**config.mk**
```make
export PLATFORM = sky130hd
export DESIGN_NAME = sram_like_fetch_queue
export DESIGN_NICKNAME = d
export VERILOG_FILES = /design/src/rtl/sram_like_pkg.sv /design/src/rtl/sram_like_fetch_buf.sv /design/src/rtl/sram_like_fetch_queue.sv
export SDC_FILE = /design/constraint.sdc
export NUM_CORES = 1
export LEC_CHECK = 0
export ABC_CLOCK_PERIOD_IN_PS = 7200
export CORE_ASPECT_RATIO = 0.7
export CORE_MARGIN = 1.5
export CORE_UTILIZATION = 56
export DETAILED_ROUTE_END_ITERATION = 12
export GPL_TIMING_DRIVEN = 0
export PLACE_DENSITY = 0.81
export REMOVE_ABC_BUFFERS = 1
export SYNTH_ARGS = -nofsm -noshare
export SYNTH_HDL_FRONTEND = slang
export SYNTH_HIERARCHICAL = 1
export SYNTH_SLANG_ARGS = --single-unit
```
**constraint.sdc**
```tcl
create_clock -name clk -period 7.2 [get_ports clk]
set_clock_uncertainty 0.2 [all_clocks]
set_input_delay 1.08 -clock clk [delete_from_list [all_inputs] [get_ports clk]]
set_output_delay 1.08 -clock clk [all_outputs]
set_load 0.1 [all_outputs]
```
**src/rtl/sram_like_pkg.sv**
```systemverilog
// Shared definitions for the sram-like bus masters: bus encodings and
// default widths / reset vector of the CPU front end.
package sram_like_pkg;

  localparam logic [1:0]  SRAM_SIZE_WORD = 2'b10;
  localparam int          ADDR_W_DEF     = 32;
  localparam int          DATA_W_DEF     = 32;
  localparam logic [31:0] RESET_PC_DEF   = 32'hBFC0_0000;

  // Width of a counter that must hold every value in 0..depth.
  function automatic int cnt_width(input int depth);
    return $clog2(depth) + 1;
  endfunction

endpackage

```
**src/rtl/sram_like_fetch_buf.sv**
```systemverilog
// In-order ring of fetch entries: pc is written on allocation, the
// instruction on fill, and the head is presented once it has been filled.
module sram_like_fetch_buf
  import sram_like_pkg::*;
#(
  parameter int ADDR_W = ADDR_W_DEF,
  parameter int DATA_W = DATA_W_DEF,
  parameter int DEPTH  = 4
) (
  input  logic              clk,
  input  logic              resetn,
  input  logic              alloc,
  input  logic [ADDR_W-1:0] alloc_pc,
  input  logic              fill,
  input  logic [DATA_W-1:0] fill_inst,
  input  logic              pop,
  input  logic              flush,
  output logic              head_valid,
  output logic [ADDR_W-1:0] head_pc,
  output logic [DATA_W-1:0] head_inst
);

  localparam int PW = $clog2(DEPTH);

  logic [ADDR_W-1:0] pc_mem   [DEPTH];
  logic [DATA_W-1:0] inst_mem [DEPTH];
  logic [DEPTH-1:0]  filled;
  logic [PW-1:0]     head_ptr, alloc_ptr, fill_ptr;

  // Fill and pop never address the same slot: fill targets the oldest
  // unfilled entry, pop the head which must already be filled.
  always_ff @(posedge clk or negedge resetn) begin
    if (!resetn) begin
      filled    <= '0;
      head_ptr  <= '0;
      alloc_ptr <= '0;
      fill_ptr  <= '0;
    end else if (flush) begin
      filled    <= '0;
      head_ptr  <= '0;
      alloc_ptr <= '0;
      fill_ptr  <= '0;
    end else begin
      if (alloc) alloc_ptr <= alloc_ptr + 1'b1;
      if (fill) begin
        filled[fill_ptr] <= 1'b1;
        fill_ptr         <= fill_ptr + 1'b1;
      end
      if (pop) begin
        filled[head_ptr] <= 1'b0;
        head_ptr         <= head_ptr + 1'b1;
      end
    end
  end

  always_ff @(posedge clk) begin
    if (alloc) pc_mem[alloc_ptr]  <= alloc_pc;
    if (fill)  inst_mem[fill_ptr] <= fill_inst;
  end

  assign head_valid = filled[head_ptr];
  assign head_pc    = pc_mem[head_ptr];
  assign head_inst  = inst_mem[head_ptr];

endmodule

```
**src/rtl/sram_like_fetch_queue.sv**
```systemverilog
// Multi-outstanding sequential instruction fetch on the sram-like port, with
// in-order buffering toward decode and redirect flush of stale responses.
module sram_like_fetch_queue
  import sram_like_pkg::*;
#(
  parameter int                ADDR_W   = ADDR_W_DEF,
  parameter int                DATA_W   = DATA_W_DEF,
  parameter int                DEPTH    = 4,
  parameter logic [ADDR_W-1:0] RESET_PC = ADDR_W'(RESET_PC_DEF)
) (
  input  logic              clk,
  input  logic              resetn,
  input  logic              redirect_valid,
  input  logic [ADDR_W-1:0] redirect_pc,
  output logic              out_valid,
  input  logic              out_ready,
  output logic [ADDR_W-1:0] out_pc,
  output logic [DATA_W-1:0] out_inst,
  output logic              inst_req,
  output logic              inst_wr,
  output logic [1:0]        inst_size,
  output logic [ADDR_W-1:0] inst_addr,
  output logic [DATA_W-1:0] inst_wdata,
  input  logic [DATA_W-1:0] inst_rdata,
  input  logic              inst_addr_ok,
  input  logic              inst_data_ok
);

  localparam int            CW      = cnt_width(DEPTH);
  localparam logic [CW-1:0] DEPTH_C = CW'(DEPTH);

  logic [ADDR_W-1:0] fetch_pc_q, fetch_pc_n, issue_addr_q, issue_addr_n;
  logic              req_q, req_n, stale_q, stale_n, hold;
  logic [CW-1:0]     reserved_q, reserved_n, pending_q, pending_n, discard_q, discard_n;
  logic              acc, acc_cur, acc_stale, drop, fill, pop;

  // pending counts current-stream requests accepted but not yet returned;
  // on redirect exactly those turn into responses that must be discarded.
  assign acc       = req_q & inst_addr_ok;
  assign acc_cur   = acc & ~stale_q & ~redirect_valid;
  assign acc_stale = acc & ~acc_cur;
  assign drop      = inst_data_ok & (discard_q != '0);
  assign fill      = inst_data_ok & (discard_q == '0) & (pending_q != '0);
  assign pop       = out_valid & out_ready;
  assign hold      = req_q & ~inst_addr_ok;

  always_comb begin
    fetch_pc_n = fetch_pc_q;
    discard_n  = discard_q + CW'(acc_stale) - CW'(drop);
    reserved_n = reserved_q + CW'(acc_cur) - CW'(pop);
    pending_n  = pending_q + CW'(acc_cur) - CW'(fill);
    if (redirect_valid) begin
      fetch_pc_n = redirect_pc;
      discard_n  = discard_n + pending_q - CW'(fill);
      reserved_n = '0;
      pending_n  = '0;
    end else if (acc_cur) begin
      fetch_pc_n = fetch_pc_q + ADDR_W'(4);
    end
    // An unaccepted request is never withdrawn, even across a redirect.
    req_n        = hold | ((reserved_n + discard_n) < DEPTH_C);
    stale_n      = hold & (stale_q | redirect_valid);
    issue_addr_n = hold ? issue_addr_q : fetch_pc_n;
  end

  always_ff @(posedge clk or negedge resetn) begin
    if (!resetn) begin
      fetch_pc_q   <= RESET_PC;
      issue_addr_q <= RESET_PC;
      req_q        <= 1'b0;
      stale_q      <= 1'b0;
      reserved_q   <= '0;
      pending_q    <= '0;
      discard_q    <= '0;
    end else begin
      fetch_pc_q   <= fetch_pc_n;
      issue_addr_q <= issue_addr_n;
      req_q        <= req_n;
      stale_q      <= stale_n;
      reserved_q   <= reserved_n;
      pending_q    <= pending_n;
      discard_q    <= discard_n;
    end
  end

  sram_like_fetch_buf #(
    .ADDR_W (ADDR_W),
    .DATA_W (DATA_W),
    .DEPTH  (DEPTH)
  ) u_buf (
    .clk        (clk),
    .resetn     (resetn),
    .alloc      (acc_cur),
    .alloc_pc   (issue_addr_q),
    .fill       (fill & ~redirect_valid),
    .fill_inst  (inst_rdata),
    .pop        (pop),
    .flush      (redirect_valid),
    .head_valid (out_valid),
    .head_pc    (out_pc),
    .head_inst  (out_inst)
  );

  assign inst_req   = req_q;
  assign inst_addr  = issue_addr_q;
  assign inst_wr    = 1'b0;
  assign inst_size  = SRAM_SIZE_WORD;
  assign inst_wdata = '0;

`ifndef SYNTHESIS
  a_data_ok_expected: assert property (@(posedge clk) disable iff (!resetn)
    inst_data_ok |-> ((discard_q != '0) || (pending_q != '0)));
`endif

endmodule

```
# After elaboration in Yosys (flattened, before gate mapping)
# Memory sizes are Yosys's and may differ from the RTL's.
# Cells that the tools add are included.
op_classes:
  n_addsub: 13
  magnitude_cmp: 5
  mux: 25
  bitwise: 20
  n_reduce_logical: 8
op_table:
  columns: ["op", "count"]
  rows:
  - ["32-bit 2-to-1 mux", 2]
  - ["32-bit by 3-bit adder with 32-bit output, second input constant", 1]
  - ["4-bit 2-to-1 mux", 4]
  - ["2-bit 2-to-1 mux", 6]
  - ["3-bit by 1-bit subtractor with 3-bit output", 4]
  - ["1-bit AND", 11]
  - ["3-bit by 1-bit adder with 3-bit output", 3]
  - ["3-bit 2-to-1 mux", 3]
  - ["1-bit 2-to-1 mux", 7]
  - ["2-bit by 1-bit adder with 2-bit output, second input constant", 3]
  - ["3-bit adder", 2]
  - ["2-bit by 3-bit < comparator with 1-bit output, second input constant", 2]
  - ["2-bit nonzero test", 3]
  - ["3-bit nonzero test", 2]
  - ["4-bit AND", 1]
  - ["1-bit demux with 2-bit select", 2]
  - ["2-bit by 1-bit >= comparator with 1-bit output, second input constant", 2]
  - ["1-bit NOT", 4]
  - ["4-bit NOT", 1]
  - ["4-bit OR", 1]
  - ["3-bit logical NOT", 1]
  - ["3-bit < comparator, second input constant", 1]
  - ["1-bit binary-select mux with 2-bit select", 1]
  - ["1-bit logical AND", 2]
  - ["1-bit OR", 2]
word_totals:
  regBits: 85
  ramBits: 256
  inputBits: 70
  output_inout_bits: 133
  word_cells: 84
  n_memories: 2
memory_table:
  columns: ["name", "words", "width", "rd", "rd_ports_with_merged_regs", "write_ports", "line", "source"]
  rows:
  - ["u_buf.inst_mem", 4, 32, 1, 0, 1, "sram_like_fetch_buf.sv:26", "logic [DATA_W-1:0] inst_mem [DEPTH];"]
  - ["u_buf.pc_mem", 4, 32, 1, 0, 1, "sram_like_fetch_buf.sv:25", "logic [ADDR_W-1:0] pc_mem [DEPTH];"]

# Longest topological paths before layout
logic_depth:
  depth_word: 13
  ltp_mapped: 19
  mapped_depth_nobuf: 17

# Modules after synthesis
# Netlist, hierarchy kept.
by_module_without_submodules:
  columns: ["module", "n_inst", "cells_per_inst", "area_each_um2", "seq_area_each_um2"]
  rows:
  - ["sram_like_fetch_buf", 1, 394, 9905.8, 7937.6]
  - ["sram_like_fetch_queue", 1, 403, 4270.3, 1899.3]

# Worst setup path before layout
# No wires, ideal clock.
synth_timing:
  path_kind: "input-to-reg"
  from: "input redirect_valid"
  to: "register req_q (netlist: inst_req)"
  t_arrival_ps: 4755
  slack_ps: 2110
  path_stages: 17
  path_cell_list: "clkbuf_1 clkbuf_1 buf_1 o211ai_1 ha_1 inv_1 ha_1 inv_1 fa_1 ha_1 fa_1 mux2i_1 ha_1 a31oi_1 xor2_1 xnor2_1 nand2_1"
synth_via:
  elab_chain_len: 12
  elab_cells_between_ends: 15
  classes_between: "add/sub: 7; order compare: 1; mux: 2; bitwise: 5"
synth_lines:
  columns: ["element", "line", "source"]
  rows:
  - ["start, declared", "sram_like_fetch_queue.sv:13", "input logic redirect_valid,"]
  - ["1-bit NOT", "sram_like_fetch_queue.sv:40", "assign acc_cur = acc & ~stale_q & ~redirect_valid;"]
  - ["1-bit AND", "sram_like_fetch_queue.sv:40", null]
  - ["1-bit NOT", "sram_like_fetch_queue.sv:41", "assign acc_stale = acc & ~acc_cur;"]
  - ["1-bit AND", "sram_like_fetch_queue.sv:41", null]
  - ["3-bit by 1-bit adder with 3-bit output", "sram_like_fetch_queue.sv:49", "discard_n = discard_q + CW'(acc_stale) - CW'(drop);"]
  - ["3-bit by 1-bit subtractor with 3-bit output", "sram_like_fetch_queue.sv:49", null]
  - ["3-bit adder", "sram_like_fetch_queue.sv:54", "discard_n = discard_n + pending_q - CW'(fill);"]
  - ["3-bit by 1-bit subtractor with 3-bit output", "sram_like_fetch_queue.sv:54", null]
  - ["3-bit 2-to-1 mux *", "sram_like_fetch_queue.sv:52", "if (redirect_valid) begin"]
  - ["net discard_n[1]", "sram_like_fetch_queue.sv:34", "logic [CW-1:0] reserved_q, reserved_n, pending_q, pending_n, discard_q, discard_n;"]
  - ["3-bit adder *", "sram_like_fetch_queue.sv:61", "req_n = hold | ((reserved_n + discard_n) < DEPTH_C);"]
  - ["3-bit < comparator *", "sram_like_fetch_queue.sv:61", null]
  - ["1-bit OR *", "sram_like_fetch_queue.sv:61", null]
  - ["net req_n", "sram_like_fetch_queue.sv:33", "logic req_q, req_n, stale_q, stale_n, hold;"]
  - ["end signal, assigned", "sram_like_fetch_queue.sv:78", "req_q <= req_n;"]
  - ["end, declared", "sram_like_fetch_queue.sv:33", null]
# The timed path passes the listed nets; every way through them passes the cells marked *.
# A chain may end at the register's enable or synchronous reset.

# Worst setup path after layout
layout_timing:
  from: "register u_buf.head_ptr[0]"
  to: "output out_pc[29]"
layout_via:
  elab_chain_len: 1
layout_lines:
  columns: ["element", "line", "source"]
  rows:
  - ["start, declared", "sram_like_fetch_buf.sv:28", "logic [PW-1:0] head_ptr, alloc_ptr, fill_ptr;"]
  - ["start signal, assigned", "sram_like_fetch_buf.sv:51", "head_ptr <= head_ptr + 1'b1;"]
  - ["memory 4 x 32 bit", null, null]
  - ["end, declared", "sram_like_fetch_queue.sv:17", "output logic [ADDR_W-1:0] out_pc,"]
# No other way between the ends.

==> run summary <==
Result of the run: complete, no violations
Highest clock rate: 217.7 MHz
Data required time of the critical path: 5.92 ns
Routed length on met1: 13550 um
CTS tree: built
CTS Sinks: 341
Met3 wire length: 1561 um
Maximum number of pins on one net before global-route repair: 70
Biggest area consumer among synthesized cells: sky130_fd_sc_hd__edfxtp_1
Switching power of the nets: 1900 uW
DR pass1 iterations: 5
Area taken by multi-input logic gates: 3897 um^2
Maximum root-to-sink buffer count: 3
Synth top area share: 0.5423
Hold Buf Count CTS: 0
Number of buffers created by CTS: 34
Initial antenna violation count: 1
Post-route fraction of the period consumed by the critical path: 0.6381
Number of instances in the synthesized netlist: 797
Maximum capacitance violations: 0
Gr ovfl total: 0
Cell breakdown of the critical path: buf_16 > mux4_2 > clkdlybuf4s50_1
Layout cells sized above 1: 0.1960
EDFF count, synth: 256
Max-slew headroom: 0.1081
Number of top-level design ports: 203
Portion of the post-synthesis area used by sequential elements: 0.6939
Detailed placement HPWL: 18740 um
Post-layout nets: 1072
Clk network pwr share: 0.304
Power per cell area: 327.9 nW/um^2
Highest signal layer in the routed design: met5
Pins Over Slew Limit: 0
Slew at the pin closest to its max-slew limit: 1.333 ns
Vias: 7589
CP startpoint kind: flip-flop
Synthesis-to-finish area growth: 22.18%
Max FO, Critical Path: 42
Family with the most delay on the worst path: buffers and inverters
Fillers: 1605
Drt total wl: 29340 um
CTS H-Tree Depth: 2
Critical Path Source: u_buf/head_ptr[0]
Worst setup path category: flip-flop to output port
Average cell area after synthesis: 17.79 um^2
Vias in the first global route: 7840
Weighted congestion reported at the end of routability-driven placement: 0.7543
Port buffer count: 167
Setup repair after global routing missed its margin: no
Effective utilization at floorplan: 0.5729
Wire length per cell: 22.15 um
Setup TNS Final: 0 ns
Routed met2 length: 13670 um
CP Data Arrival Time: 3.31 ns
Worst path buffer plus inverter count: 2
Pint: 3779 uW
Detail Route Antenna Nets: 0
Gates resized, CTS repair: 0
Sort of element at the end of the critical path: output port
Post-detailed-route via-to-cell ratio: 5.728
Combinational share of power: 0.259
Ys flop type: sky130_fd_sc_hd__edfxtp_1
FF/Latch Area: 9844 um^2
Clock slew seen by the registers of the worst setup and hold paths: 0.06 ns
Fraction of power spent switching nets: 0.3346
Launch instance of the worst register-to-register path: discard_q[1]
Final count of hold timing violations: 0
Violation count after the first detailed-routing iteration: 562
Die X-Extent: 193.2 um
Cell area after synthesis: 14180 um^2
Post-synth ARST share: 0.2493
Buffer type at the clock tree root: sky130_fd_sc_hd__clkbuf_16
Post-route total power: 5679 uW
Die Height: 136.1 um
Lkg Pwr: 0.006080 uW
Core area: 24740 um^2
Area of the die: 26290 um^2
Final period demand of the worst path: 4.594 ns
Classification of the worst-slack hold path: input port to asynchronous set/reset pin
Sequential Power Share: 0.437
First-pass GRT wire length: 44590 um
Warnings from Yosys: 6
DR DRC count: 0
Number of distinct library cell variants in the gate-level netlist after synthesis: 57
Top post-synthesis cells by area: sky130_fd_sc_hd__edfxtp_1 54%, sky130_fd_sc_hd__dfrtp_1 12%, sky130_fd_sc_hd__mux4_2 10%
Synth top cells by count: 256 x sky130_fd_sc_hd__edfxtp_1, 67 x sky130_fd_sc_hd__dfrtp_1, 65 x sky130_fd_sc_hd__mux4_2
Clock latency on the worst-skew pair: 0.51 ns
Crit path max-delay cell type: sky130_fd_sc_hd__clkdlybuf4s50_1
Crit-path max cell delay: 1.02 ns
Diode insertion count for antenna repair: 0
Final count of negative-setup-slack endpoints: 0
Row count: 48
Most repeated cell in the gate-level netlist after synthesis: sky130_fd_sc_hd__edfxtp_1
Global-route usage over all layers: 0.2279
Post-CTS setup buffer count: 0
FF+latch count, synth: 341
Maximum vdd ir drop: 0.2837 mV
[logic make-up (layout without fill, tap and decap cells)]
family / after synthesis / count (layout) / share of synthesized area
adder cells (fa/ha/maj): 27 / 27 / 0.02595
AO/OA/AOI/OAI: 46 / 46 / 0.02427
buffers and inverters: 94 / 264 / 0.04095
flip-flops: 341 / 341 / 0.6939
AND/OR/NAND/NOR: 150 / 150 / 0.05923
XOR/XNOR: 37 / 37 / 0.02480
other: 2 / 35 / 0.0005298
multiplexers: 100 / 100 / 0.1304
[metrics by stage]
stage | instance area (um^2) | hold WS, ns | utilization | setup slack (ns) | instances
2_1_floorplan | 13800 | 0.2589 | - | 1.049 | 758
3_3_place_gp | 15880 | 0.2677 | 0.6418 | 0.01908 | 1250
3_5_place_dp | 16220 | 0.2923 | 0.6556 | 2.190 | 1264
4_1_cts | 17320 | 0.2337 | 0.7000 | 2.536 | 1325
5_1_grt | 17320 | 0.2441 | 0.7000 | 2.447 | 1325
6_report | 17320 | 0.2432 | 0.7000 | 2.606 | 1325
[placed cells by master (no fill, tap or decap), types with 12 or more instances in the layout]
cell                              Yosys  final
sky130_fd_sc_hd__xor2_1              13     13
sky130_fd_sc_hd__ha_1                23     23
sky130_fd_sc_hd__nor2_1              38     38
sky130_fd_sc_hd__conb_1               2     35
sky130_fd_sc_hd__dfstp_2             18     18
sky130_fd_sc_hd__mux2_2              24     24
sky130_fd_sc_hd__clkbuf_16            0     37
sky130_fd_sc_hd__nand3_1             13     13
sky130_fd_sc_hd__mux4_2              65     65
sky130_fd_sc_hd__nand2_1             25     25
sky130_fd_sc_hd__xnor2_1             22     22
sky130_fd_sc_hd__a21oi_1             12     12
sky130_fd_sc_hd__edfxtp_1           256    256
sky130_fd_sc_hd__dfrtp_1             67     65
sky130_fd_sc_hd__and3_1              18     18
sky130_fd_sc_hd__clkdlybuf4s50_1      0    165
sky130_fd_sc_hd__nand4_1             15     15
sky130_fd_sc_hd__inv_1               21     21
[power by group through the flow]
| stage | Sequential (uW) | Clock (uW) | Combinational (uW) |
|---|---|---|---|
| after floorplan | 2890 | 0 | 680 |
| after global placement | 2510 | 0 | 1420 |
| after detailed placement | 2520 | 0 | 1470 |
| after CTS | 2480 | 1760 | 1480 |
| after global routing | 2500 | 1830 | 1550 |
| final | 2480 | 1730 | 1470 |
[area by class of cell]
cell class,instances,area share
Clock buffer,49,0.05664
Clock inverter,12,0.006718
Inverter,22,0.004768
Multi-Input combinational cell,395,0.2250
Sequential cell,341,0.5684
Tap cell,325,0.02348
Timing Repair Buffer,181,0.1150
[flip-flops by register name, indices dropped and copies added (netlist names)]
signal           count
u_buf/fill_ptr       2
discard_q            3
fetch_pc_q          32
u_buf/alloc_ptr      2
stale_q              1
inst_addr           32
u_buf/pc_mem       128
u_buf/head_ptr       2
u_buf/filled         4
pending_q            3
reserved_q           3
u_buf/inst_mem     128
inst_req             1
[routing by layer]
metal / up-vias / global-route usage
met5: - / 0
met4: 2 / 0.06752
met3: 42 / 0.03382
met2: 251 / 0.3468
met1: 3933 / 0.3452
li1: 3361 / -
[final timing paths]
kind,endpoint,slack [ns],depth (start not counted)
setup / recovery,out_pc[29],2.61,3
hold / removal,discard_q[2],0.24,1
setup reg to reg,inst_req,3.10,15
hold reg to reg,u_buf/filled[1],0.30,1
max in group asynchronous,inst_addr[29],5.87,2
min in group clk,u_buf/filled[1],0.30,1
(Power assumes the default switching activity.)
